[config.mk]
export PLATFORM = sky130hd
export DESIGN_NAME = pc_ir_unit
export DESIGN_NICKNAME = d
export VERILOG_FILES = /design/src/rtl/cpu_fetch_pkg.sv /design/src/rtl/pc_next_sel.sv /design/src/rtl/pc_ir_unit.sv
export SDC_FILE = /design/constraint.sdc
export NUM_CORES = 1
export LEC_CHECK = 0
export CORE_MARGIN = 10
export CORE_UTILIZATION = 46
export CTS_BUF_LIST = sky130_fd_sc_hd__clkbuf_8 sky130_fd_sc_hd__clkbuf_16
export CTS_CLUSTER_DIAMETER = 50
export DETAILED_ROUTE_END_ITERATION = 8
export PLACE_DENSITY_LB_ADDON = 0.2
export RECOVER_POWER = 50
export SYNTH_ARGS = -nofsm -noshare
export SYNTH_HDL_FRONTEND = slang
export SYNTH_HIERARCHICAL = 1
export SYNTH_SLANG_ARGS = --single-unit
[constraint.sdc]
create_clock -name clk -period 2.1 [get_ports clk]
set_input_delay 0.21 -clock clk [delete_from_list [all_inputs] [get_ports clk]]
set_output_delay 0.21 -clock clk [all_outputs]
set_load 0.01 [all_outputs]
[src/rtl/cpu_fetch_pkg.sv]
// Shared types and constants for the fetch datapath (PC/IR unit).
// Contents: FSM state enum, default address/instruction widths,
// reset PC value and the fetch-counter width.
package cpu_fetch_pkg;

  localparam int unsigned DEF_AW       = 8;
  localparam int unsigned DEF_IW       = 10;
  localparam int unsigned DEF_RESET_PC = 0;
  localparam int unsigned FETCH_CNT_W  = 16;

  typedef enum logic [0:0] {
    S_IDLE = 1'b0,
    S_WAIT = 1'b1
  } state_t;

endpackage

[src/rtl/pc_next_sel.sv]
// Next-PC select: jump target or sequential increment.
// Ports:
//   pc      - current program counter
//   jump    - select target instead of pc+1
//   target  - jump destination
//   next_pc - selected next PC (increment wraps modulo 2^AW)
module pc_next_sel #(
  parameter int unsigned AW = 8
) (
  input  logic [AW-1:0] pc,
  input  logic          jump,
  input  logic [AW-1:0] target,
  output logic [AW-1:0] next_pc
);

  // Increment is naturally modulo 2^AW at this width.
  assign next_pc = jump ? target : (pc + AW'(1));

endmodule

[src/rtl/pc_ir_unit.sv]
// PC / IR unit: datapath end of the fetch interface. Owns the program
// counter and instruction register, drives the ROM address, absorbs ROM
// wait states and reports busy so the sequencer holds off.
// Optional feature: define FETCH_COUNT_EN to add a saturating fetch_count
// output counting IR captures.
// Ports:
//   clk, rst_n         - clock, synchronous active-low reset
//   PCload, IRload     - update / capture strobes from the sequencer
//   jump_en, jump_addr - jump redirect, qualified by PCload
//   rom_addr           - ROM address (combinationally equal to pc)
//   rom_data, rom_ready- ROM read data and its valid flag
//   pc, ir             - current PC and instruction
//   ir_valid, ir_new   - IR holds an instruction / one-cycle capture pulse
//   busy               - waiting on ROM, strobes ignored
//   fetch_count        - (FETCH_COUNT_EN only) number of captures
module pc_ir_unit
  import cpu_fetch_pkg::*;
#(
  parameter int unsigned AW       = DEF_AW,
  parameter int unsigned IW       = DEF_IW,
  parameter int unsigned RESET_PC = DEF_RESET_PC
) (
  input  logic          clk,
  input  logic          rst_n,
  input  logic          PCload,
  input  logic          IRload,
  input  logic          jump_en,
  input  logic [AW-1:0] jump_addr,
  output logic [AW-1:0] rom_addr,
  input  logic [IW-1:0] rom_data,
  input  logic          rom_ready,
  output logic [AW-1:0] pc,
  output logic [IW-1:0] ir,
  output logic          ir_valid,
  output logic          ir_new,
  output logic          busy
`ifdef FETCH_COUNT_EN
  ,
  output logic [FETCH_CNT_W-1:0] fetch_count
`endif
);

  state_t        state;
  logic          pend_pc;
  logic          pend_jmp;
  logic [AW-1:0] pend_tgt;

  logic          sel_jump;
  logic [AW-1:0] sel_tgt;
  logic [AW-1:0] pc_nxt;
  logic          capture;

  // While waiting, the PC update uses the redirect latched at IRload time.
  assign sel_jump = (state == S_WAIT) ? pend_jmp : jump_en;
  assign sel_tgt  = (state == S_WAIT) ? pend_tgt : jump_addr;

  pc_next_sel #(.AW(AW)) u_pc_next_sel (
    .pc      (pc),
    .jump    (sel_jump),
    .target  (sel_tgt),
    .next_pc (pc_nxt)
  );

  assign rom_addr = pc;

  assign capture = rom_ready && ((state == S_WAIT) || IRload);

  // Fetch FSM with PC/IR and pending-update registers.
  always_ff @(posedge clk) begin
    if (!rst_n) begin
      state    <= S_IDLE;
      pc       <= AW'(RESET_PC);
      ir       <= '0;
      ir_valid <= 1'b0;
      ir_new   <= 1'b0;
      busy     <= 1'b0;
      pend_pc  <= 1'b0;
      pend_jmp <= 1'b0;
      pend_tgt <= '0;
    end else begin
      ir_new <= 1'b0;
      case (state)
        S_IDLE: begin
          if (IRload) begin
            if (rom_ready) begin
              ir       <= rom_data;
              ir_new   <= 1'b1;
              ir_valid <= 1'b1;
              if (PCload) pc <= pc_nxt;
            end else begin
              // Defer the PC update so rom_addr stays put during the wait.
              pend_pc  <= PCload;
              pend_jmp <= jump_en;
              pend_tgt <= jump_addr;
              busy     <= 1'b1;
              state    <= S_WAIT;
            end
          end else if (PCload) begin
            pc <= pc_nxt;
          end
        end
        S_WAIT: begin
          // Strobes are dropped here; only rom_ready matters.
          if (rom_ready) begin
            ir       <= rom_data;
            ir_new   <= 1'b1;
            ir_valid <= 1'b1;
            if (pend_pc) pc <= pc_nxt;
            pend_pc  <= 1'b0;
            pend_jmp <= 1'b0;
            busy     <= 1'b0;
            state    <= S_IDLE;
          end
        end
      endcase
    end
  end

`ifdef FETCH_COUNT_EN
  // Saturating capture counter.
  always_ff @(posedge clk) begin
    if (!rst_n) begin
      fetch_count <= '0;
    end else if (capture && (fetch_count != '1)) begin
      fetch_count <= fetch_count + FETCH_CNT_W'(1);
    end
  end
`else
  logic unused_capture;
  assign unused_capture = capture;
`endif

endmodule

# [Word-level counts from Yosys, hierarchy flattened]
# Index checks and enable logic that the tools add are counted.
[totals] regBits=32 output_inout_bits=29
[classes] addsub=1 n_eq_ne=5 muxes=31 bitwise=2 n_reduce_logical=3
[ops] cell="$mux 8" count=7
[ops] cell="$mux 10" count=2
[ops] cell="$pmux 10 s2" count=1
[ops] cell="$pmux 8 s2" count=1
[ops] cell="$mux 1" count=14
[ops] cell="$pmux 1 s2" count=6
[ops] cell="$reduce_and 3->1" count=3
[ops] cell="$add 8x1->8 const B" count=1
[ops] cell="$ne 2x2->1 const B" count=3
[ops] cell="$ne 3x3->1 const B" count=1
[ops] cell="$ne 2x1->1 const B" count=1
[ops] cell="$not 1->1" count=2

# [Longest topological paths before layout]
# Gate-level depths: netlist of run 1.
[depth] word_depth=6 mapped_depth=8

# [Hierarchy]
# The synthesis of run 1 kept the hierarchy.
[by_module_without_submodules] mod="pc_ir_unit" n_inst=1 cells_per_inst=152 area_each_um2=1455.1
[by_module_without_submodules] mod="pc_next_sel" n_inst=1 cells_per_inst=33 area_each_um2=200.2

# [Least setup slack after synthesis of run 1]
# No wires, ideal clock.
[synth_timing] path_kind="register -> register" start="reg state" end="reg pc[7]" setup_time_ns=0.134 arrival_time_ns=1.489 slack_ns=0.477 path_stages_with_launch=7 n_path_buf=2 period_less_slack_ns=1.623 cell_sequence="dfxtp_1 > buf_4 > buf_2 > mux2_2 > a221o_1 > nand2_1 > mux2i_1"
[synth_via] elab_chain_len=6 word_cells_on_any_way=14 classes_between="3 x eq/ne; 9 x mux; 1 x bitwise; 1 x reduce/logical"
[synth_rtl] item="start: declaration" line_no="pc_ir_unit.sv:43" source="state_t state;"
[synth_rtl] item="start signal: assignment" line_no="pc_ir_unit.sv:71" source="state <= S_IDLE;"
[synth_rtl] item="start signal: assignment" line_no="pc_ir_unit.sv:96" source="state <= S_WAIT;"
[synth_rtl] item="start signal: assignment" line_no="pc_ir_unit.sv:112" source="state <= S_IDLE;"
[synth_rtl] item="$mux 8 (*)" line_no="pc_ir_unit.sv:55" source="assign sel_tgt = (state == S_WAIT) ? pend_tgt : jump_addr;"
[synth_rtl] item="net sel_tgt[7]" line_no="pc_ir_unit.sv:49" source="logic [AW-1:0] sel_tgt;"
[synth_rtl] item="$mux 8 (*)" line_no="pc_next_sel.sv:17" source="assign next_pc = jump ? target : (pc + AW'(1));"
[synth_rtl] item="net pc_nxt[7]" line_no="pc_ir_unit.sv:50" source="logic [AW-1:0] pc_nxt;"
[synth_rtl] item="$mux 8" line_no="pc_ir_unit.sv:89, pc_ir_unit.sv:98"
[synth_rtl] item="$mux 8" line_no="pc_ir_unit.sv:85" source="if (rom_ready) begin"
[synth_rtl] item="$mux 8" line_no="pc_ir_unit.sv:84" source="if (IRload) begin"
[synth_rtl] item="$pmux 8 s2 (*)" line_no="pc_ir_unit.sv:82" source="case (state)"
[synth_rtl] item="end signal: assignment" line_no="pc_ir_unit.sv:89" source="if (PCload) pc <= pc_nxt;"
[synth_rtl] item="end signal: assignment" line_no="pc_ir_unit.sv:99" source="pc <= pc_nxt;"
[synth_rtl] item="end signal: assignment" line_no="pc_ir_unit.sv:108" source="if (pend_pc) pc <= pc_nxt;"
[synth_rtl] item="end: declaration" line_no="pc_ir_unit.sv:32" source="output logic [AW-1:0] pc,"
# Mark *: on every way through the listed nets, which the timed path passes. The rest lies on a longest branch. The select of a mux whose other input is x is not followed.
# A chain may end at the register's enable or synchronous reset.

# [Final worst setup path of run 1]
[layout_timing] start="reg state" end="reg pc[1]"
# Same word-level chain as after synthesis.

==> impl_metrics.tcl, run 1 <==
set metrics [dict create \
    totalWireLength_um 4190 \
    crit_path_end_kind "flip-flop" \
    final-max-slew-violation-count 0 \
    worstPathRequired_ns 2.25 \
    crit_path_frequent_cell "mux2_2" \
    postCtsHoldBufs 0 \
    cts_tree "done" \
    start_kind "flip-flop" \
    drc 0 \
    power_density_nw_per_um2 674 \
    grt_pass1_wl_um 6910 \
    netlist_instances 185 \
    antenna_cells 0 \
    post-cts-setup-buffers 0 \
    dp.cells 271 \
    slowest_delay_ns 0.43 \
    first_iter_violations 66 \
    detail-route-antenna-nets 0 \
    cts_resized 0 \
    path_cells "clkbuf_1, mux2_2, mux2_2, nand2_1, mux2i_1" \
    seq_area_frac_synth 0.387 \
    synth_top_flop_cell "dfxtp_1" \
    grtUsageMet2 0.223 \
    synth_area_um2 1660 \
    fin_cells 279 \
    path_clk_slew_ns 0.07 \
    peakVddDrop_mv 0.548 \
    relSlewSlack 0.546 \
    rsz0062_at_grt "no" \
    final_nets 257 \
    htreeDepth 2 \
    finalHoldViolations 0 \
    grt.met1_usage 0.148 \
    crit_fanout 11 \
    die_x_um 80.0 \
    busiest_layer "met2" \
    area_growth_pct 36.1 \
    p_leak_uw 0.000880 \
    clock-root-buffer "clkbuf_8" \
    worstSkewPairLatency_ns 0.28 \
    crit_path_top_delay_cell "dfxtp_1" \
    start_util 0.485 \
    finalWeightedCongestion 0.892 \
    viasPerCell 5.00 \
    fin_setup_tns_ns 0 \
    fp.dieH_um 80.0 \
    grt_max_degree 41 \
    async_flop_share 0 \
    use_met3 0.0541 \
    setup.worst_path.class "reg -> reg" \
    wl_per_cell_um 15.0 \
    maxCapViolations 0 \
    status "complete, no violations" \
    fin_worst_skew_ns 0.00352 \
    antenna_found_initial 0 \
    drtPass1Iterations 4 \
    grt-ovfl-total 0 \
    synth_seq_cells 32 \
    portBuffers 52 \
    grt_pass1_vias 1402 \
    layout_min_cycle_time_ns 1.74 \
    setup_viol 0 \
    tightest_slew_ns 0.681 \
    clock_sinks 32 \
    dpl.hpwl_um 3190 \
    finalCritPeriodShare 0.827 \
    drive_gt1_frac 0.103 \
    io_pins 53 \
    layout_common_cells "48 x nand2_1, 37 x clkdlybuf4s50_1, 32 x dfxtp_1, 16 x mux2i_1, 15 x dlygate4sd3_1" \
    post-route-util 0.659 \
    worstPathArrival_ns 1.89 \
    hp-class "reg -> reg" \
    grtUsageTotal 0.134 \
    numCtsBuffers 5 \
    core_area_um2 3420 \
    synth_edf_count 0 \
    power_uw 1520 \
    yosys_warnings 6 \
    clockBufferDepth 2 \
    vias 1394 \
    rows 21 \
    die-area_um2 6400 \
    synth_fp_nets 210 \
    fmax_ghz 0.576 \
    final_common_cell "nand2_1" \
    syn_avg_cell_area_um2 8.95 \
    yosysUniqueCellTypes 34 \
]
synthesized netlist by cell type, types with 3 or more instances:
| cell | count | area, um^2 |
|---|---|---|
| nand2_1 | 48 | 180 |
| dfxtp_1 | 32 | 641 |
| mux2i_1 | 16 | 160 |
| nor2b_1 | 11 | 68.8 |
| buf_4 | 10 | 75.1 |
| mux2_2 | 9 | 101 |
| a21boi_1 | 8 | 60.1 |
| nand3_1 | 5 | 25.0 |
| clkbuf_1 | 4 | 15.0 |
| o21a_1 | 4 | 30.0 |
| o21ai_0 | 4 | 20.0 |
| nor2_1 | 3 | 11.3 |
| nor3b_1 | 3 | 22.5 |
stage by stage:
step           area (um^2)  setup WS, ns  hold slack [ns]
2_1_floorplan         1660         0.477            0.345
3_3_place_gp          2160         0.324            0.440
3_5_place_dp          2160         0.295            0.448
4_1_cts               2270         0.403            0.460
5_1_grt               2250         0.235            0.496
6_report              2250         0.363            0.455
logic make-up after synthesis:
logic type	synth area share
AOI/OAI and AO/OA	0.128
and+or+nand+nor	0.227
adders and majority gates	0.00756
xor gates and xnor gates	0.0159
buffers and inverters	0.0763
muxes	0.158
DFF	0.387
path summary, 6_finish.rpt:
path / depth (start not counted) / from / slack [ns] / end
worst max register to register: 5 / state / 0.36 / pc[1]
worst max-delay path: 5 / state / 0.36 / pc[1]
worst min register to register: 2 / ir[9] / 0.46 / ir[9]
worst min-delay path: 2 / ir[9] / 0.46 / ir[9]
routing by layer:
| metal | share of wire | vias to the layer above |
|---|---|---|
| met3 | 0.066 | 6 |
| met4 | 0.018 | 0 |
| met5 | 0 | - |
| met1 | 0.43 | 644 |
| met2 | 0.48 | 32 |
| li1 | - | 712 |
cell type report:
type	count	area, um^2
Fill cell	291	1160
Multi-Input combinational cell	134	883
Sequential cell	32	641
Timing Repair Buffer	58	556
Clock buffer	5	68.8
Tap cell	46	57.6
Clock inverter	3	42.5
Inverter	1	3.75
sequential cells by signal (all words and copies together), names as in the netlist:
name and cells:
ir 10, pc 8, pend_tgt 8, busy 1, ir_new 1, ir_valid 1
pend_jmp 1, pend_pc 1, state 1
critical path: cells and delay by family, from the launching register on:
| kind | cells | cell delay [ns] |
|---|---|---|
| flip-flops | 1 | 0.43 |
| AND/OR/NAND/NOR | 1 | 0.06 |
| multiplexers | 3 | 0.74 |
| buffers and inverters | 1 | 0.39 |
power by group:
group / internal, uW / switching, uW
registers: 640 / 28.0
logic: 151 / 119
clock network: 351 / 230
Power figures use the tool's default switching activity.
==> run 2: changes to the inputs <==
- CORE_UTILIZATION: 46 -> 41
- clock period: 2.1 -> 1.55 ns (I/O delays scaled with it)
==> run 2 against run 1 <==
Worst hold slack lost 0.036 ns. Core utilization shrank 4.5 points. Critical path type is now reg -> out. Sequential power grew 34%. Power grew 45%. Combinational power grew 58%. Non-clock buffer count grew 11. First-iteration DRC count shrank 1.5%. Via count grew 1.6%. Largest power group unchanged.
==> impl_metrics.tcl, run 2 (synthesis results as in run 1) <==
set metrics [dict create \
    worstPathArrival_ns 1.31 \
    p_leak_uw 0.000958 \
    preCtsSetupSlack_ns -0.0738 \
    post-cts-setup-buffers 0 \
    crit_fanout 5 \
    hp-class "in -> reg" \
    cts_resized 0 \
    drc 0 \
    finalCritPeriodShare 0.947 \
    final-max-slew-violation-count 0 \
    dpl.hpwl_um 3010 \
    first_iter_violations 65 \
    antenna_cells 0 \
    htreeDepth 2 \
    layout_min_cycle_time_ns 1.47 \
    antenna_found_initial 0 \
    clock-root-buffer "clkbuf_8" \
    totalWireLength_um 3980 \
    largest_register_ffs 10 \
    top_regs "ir (10), pc (8), pend_tgt (8)" \
    io_pins 53 \
    post-route-util 0.614 \
    drtPass1Iterations 4 \
    drive_gt1_frac 0.172 \
    p_sw_frac 0.234 \
    area_growth_pct 46.3 \
    layout_common_cells "51 x clkdlybuf4s50_1, 47 x nand2_1, 30 x dfxtp_1, 16 x mux2i_1, 14 x buf_4" \
    num-fill-cells 357 \
    die-area_um2 6980 \
    finalWeightedCongestion 0.752 \
    postCtsHoldBufs 0 \
    start_kind "flip-flop" \
    setup_viol 0 \
    viasPerCell 4.82 \
    peakVddDrop_mv 0.503 \
    worstSkewPairLatency_ns 0.28 \
    fin_worst_skew_ns 0.00280 \
    rsz0062_at_grt "yes" \
    core_area_um2 3940 \
    clock_sinks 32 \
    cts_tree "done" \
    relSlewSlack 0.706 \
    path_clk_slew_ns 0.07 \
    grt_max_degree 33 \
    start_util 0.420 \
    wl_per_cell_um 13.5 \
    finalHoldViolations 0 \
    r2r_setup_slack_ns 0.09 \
    setup.worst_path.class "reg -> out" \
    power_density_nw_per_um2 909 \
    p_int_uw 1690 \
    grt-ovfl-total 0 \
    fmax_ghz 0.681 \
    vias 1417 \
    final_common_cell "clkdlybuf4s50_1" \
    rows 23 \
    multi_input_area_um2 898 \
    fp.dieH_um 83.5 \
    clockBufferDepth 2 \
    numCtsBuffers 5 \
    grtUsageTotal 0.117 \
    sequentialPowerShare 0.407 \
    final_nets 268 \
    die_x_um 83.5 \
    grt_pass1_vias 1415 \
    crit_path_end_kind "output pin" \
    portBuffers 52 \
    maxCapViolations 0 \
    p_clk_frac 0.400 \
    register_area_um2 643 \
    detail-route-antenna-nets 0 \
    tightest_slew_ns 0.441 \
    power_switching_uw 516 \
    top_register "ir" \
    worstPathRequired_ns 1.39 \
    grt_pass1_wl_um 6910 \
    layout_setup_ws_ns 0.0824 \
    status "complete, no violations" \
    p_comb_frac 0.194 \
]
## run 2: cell count changes in the layout (fill, tap and decap cells not counted), moves of 2 or more
cell	change
dlygate4sd3_1	-15
clkdlybuf4s50_1	+14
buf_4	+11
a21boi_0	-7
a21boi_1	+7
buf_12	+3
clkbuf_1	-2
clkbuf_8	+2
dfxtp_1	-2
dfxtp_2	+2
## run 2: final cells by class
type,instances,share of cell area
multi-input combinational,134,0.371
timing repair buffer,69,0.284
sequential,32,0.265
clock buffer,7,0.0398
tap,50,0.0258
clock inverter,1,0.0124
inverter,1,0.00155
## run 2: worst max-delay path, stage by stage, from the launching register on
cell and delay, ns:
dfxtp_2 0.36, buf_4 0.14, clkdlybuf4s50_1 0.54
## run 2: layer usage
metal	GRT usage	wire, um
met1	0.138	1810
met2	0.185	1800
met3	0.0537	328
met4	0.0365	44
met5	0	0
## run 2: final timing paths
| path | from | endpoint | depth (start not counted) |
|---|---|---|---|
| worst max register to register | state | pc[6] | 6 |
| worst min-delay path | rom_data[4] | ir[4] | 3 |
| worst max-delay path | pc[2] | pc[2] | 2 |
| worst min register to register | ir[5] | ir[5] | 2 |
## run 2: stage by stage
stage          hold WS (ns)  std cells  area [um^2]  total power, uW  setup TNS, ns
2_1_floorplan         0.290        185         1670             1130              0
3_3_place_gp          0.441        286         2280             1340         -0.132
3_5_place_dp          0.449        286         2280             1340         -0.193
4_1_cts               0.410        294         2410             2240              0
5_1_grt               0.431        294         2420             2310      -0.000844
6_report              0.419        294         2420             2200              0
## run 2: power by group through the flow
stage                     logic, uW  clock network, uW  registers (uW)
after floorplan                 202                  0             929
after global placement          424                  0             913
after detailed placement        427                  0             914
after CTS                       430                910             895
after global routing            468                938             901
final                           426                881             896
==> run 3: changes to the inputs <==
- CORE_UTILIZATION: 41 -> 49
- clock period: 1.55 -> 1.84 ns (I/O delays scaled with it)
==> run 3 against run 2 <==
Combinational power shrank 25%. Via count grew 0.71%. Clock power decreased by 15%. Worst hold slack improved by 0.039 ns. Register-to-register slack improved by 0.12 ns. Global-route usage increased by 2.8 points. Flip-flop and latch count unchanged. Final cell count fell by 4.1%. Routed wire length increased by 6.9%. Sequential share of layout area up 1.4 points. Largest cell class unchanged.
==> impl_metrics.tcl, run 3 (synthesis results as in run 1) <==
set metrics [dict create \
    status "complete, no violations" \
    hp-class "in -> reg" \
    grtUsageTotal 0.145 \
    grt_pass1_wl_um 7330 \
    fp.dieH_um 78.1 \
    totalWireLength_um 4260 \
    timing.rr.end "pc[6]" \
    fin_area_um2 2290 \
    reg2reg_depth 6 \
    detail-route-antenna-nets 0 \
    power_density_nw_per_um2 796 \
    setup_viol 0 \
    rsz0062_at_grt "no" \
    clockBufferDepth 2 \
    start_kind "flip-flop" \
    largest_register_ffs 10 \
    die_x_um 78.1 \
    tightest_slew_ns 0.656 \
    final_nets 260 \
    top_regs "ir (10), pc (8), pend_tgt (8)" \
    drc 0 \
    path_clk_slew_ns 0.07 \
    core_area_um2 3310 \
    grt-ovfl-total 0 \
    peakVddDrop_mv 0.650 \
    path_cells "ha_1, nand2_1, or4_1, nand3_1, nand2_1, mux2i_1" \
    vias 1427 \
    hp-start "rom_data[0]" \
    final_common_cell "nand2_1" \
    layout_common_cells "48 x nand2_1, 36 x clkdlybuf4s50_1, 32 x dfxtp_1, 16 x mux2i_1, 16 x dlygate4sd3_1" \
    cts_tree "done" \
    r2r_setup_slack_ns 0.21 \
    dpl.hpwl_um 3250 \
    reg2reg_from "pc[1]" \
    maxCapViolations 0 \
    register_area_um2 641 \
    start_util 0.500 \
    drive_gt1_frac 0.119 \
    layout_min_cycle_time_ns 1.63 \
    finalWeightedCongestion 0.867 \
    fin_setup_tns_ns 0 \
    wl_per_cell_um 15.1 \
    antenna_cells 0 \
    finalHoldViolations 0 \
    p_comb_frac 0.175 \
    p_int_uw 1390 \
    postCtsHoldBufs 0 \
    holdPathStages 3 \
    grt_max_degree 41 \
    io_pins 53 \
    holdPathEnd "ir[0]" \
    clock-root-buffer "clkbuf_8" \
    cts_resized 0 \
    htreeDepth 2 \
    worstSkewPairLatency_ns 0.28 \
    worstPathRequired_ns 2.05 \
    sequentialPowerShare 0.415 \
    relSlewSlack 0.563 \
    die-area_um2 6100 \
    worstPathArrival_ns 1.84 \
    first_iter_violations 81 \
    setup.worst_path.class "reg -> reg" \
    final-max-slew-violation-count 0 \
    portBuffers 52 \
    fmax_ghz 0.614 \
    crit_path_frequent_cell "nand2_1" \
    viasPerCell 5.06 \
    finalCritPeriodShare 0.885 \
    antenna_found_initial 0 \
    p_sw_frac 0.240 \
    drtPass1Iterations 4 \
    area_growth_pct 38.4 \
    grt_pass1_vias 1524 \
    clock_sinks 32 \
    post-cts-setup-buffers 0 \
    rows 21 \
    placed_area_um2 2180 \
    num-fill-cells 291 \
    power_switching_uw 438 \
    crit_fanout 6 \
    numCtsBuffers 5 \
    p_clk_frac 0.409 \
    p_leak_uw 0.000908 \
    fin_worst_skew_ns 0.00467 \
    crit_path_end_kind "flip-flop" \
    multi_input_area_um2 883 \
    top_register "ir" \
    crit_path_top_delay_cell "or4_1" \
    slowest_delay_ns 0.47 \
]
==> run 3: metal layers <==
layer | vias to the layer above | part of all wire | GRT usage
li1 | 719 | - | -
met1 | 658 | 0.42 | 0.160
met2 | 43 | 0.50 | 0.248
met3 | 7 | 0.063 | 0.0535
met4 | 0 | 0.014 | 0.0573
met5 | - | 0 | 0
==> run 3: power by group through the flow <==
stage	clock network, uW	registers (uW)	logic [uW]
3_5_place_dp	0	774	331
2_1_floorplan	0	783	168
3_3_place_gp	0	772	322
4_1_cts	752	758	333
5_1_grt	792	762	349
6_report	746	758	319
==> run 3: final cells by class <==
cell class                      instances  area share
Clock buffer                            7      0.0421
Sequential cell                        32       0.280
Tap cell                               46      0.0251
Inverter                                1     0.00164
Multi-Input combinational cell        134       0.386
Timing Repair Buffer                   61       0.253
Clock inverter                          1      0.0131
==> run 3: per-stage QoR <==
stage	std cells	hold WS [ns]	worst slack, ns	total power (uW)	utilization
2_1_floorplan	185	0.319	0.217	951	-
3_3_place_gp	274	0.441	0.191	1090	0.658
3_5_place_dp	274	0.451	0.100	1110	0.658
4_1_cts	282	0.442	0.258	1840	0.696
5_1_grt	282	0.473	0.0684	1900	0.692
6_report	282	0.458	0.211	1820	0.692
==> run 3: worst max-delay path, delay by kind of cell (launching register included) <==
kind	cells	cell delay, ns
multiplexers	1	0.15
flip-flops	1	0.44
AND/OR/NAND/NOR	4	0.70
adder cells (fa/ha/maj)	1	0.27
==> run 3: worst max-delay path by stage <==
stage | to | from | cells after the start | slack (ns)
after floorplan | pc[7] | state | 6 | 0.22
after global placement | pc[6] | jump_en | 7 | 0.19
after detailed placement | pc[4] | IRload | 4 | 0.10
after CTS | pc[6] | pc[1] | 6 | 0.26
after global routing | pc[6] | pc[1] | 6 | 0.07
final | pc[6] | pc[1] | 6 | 0.21
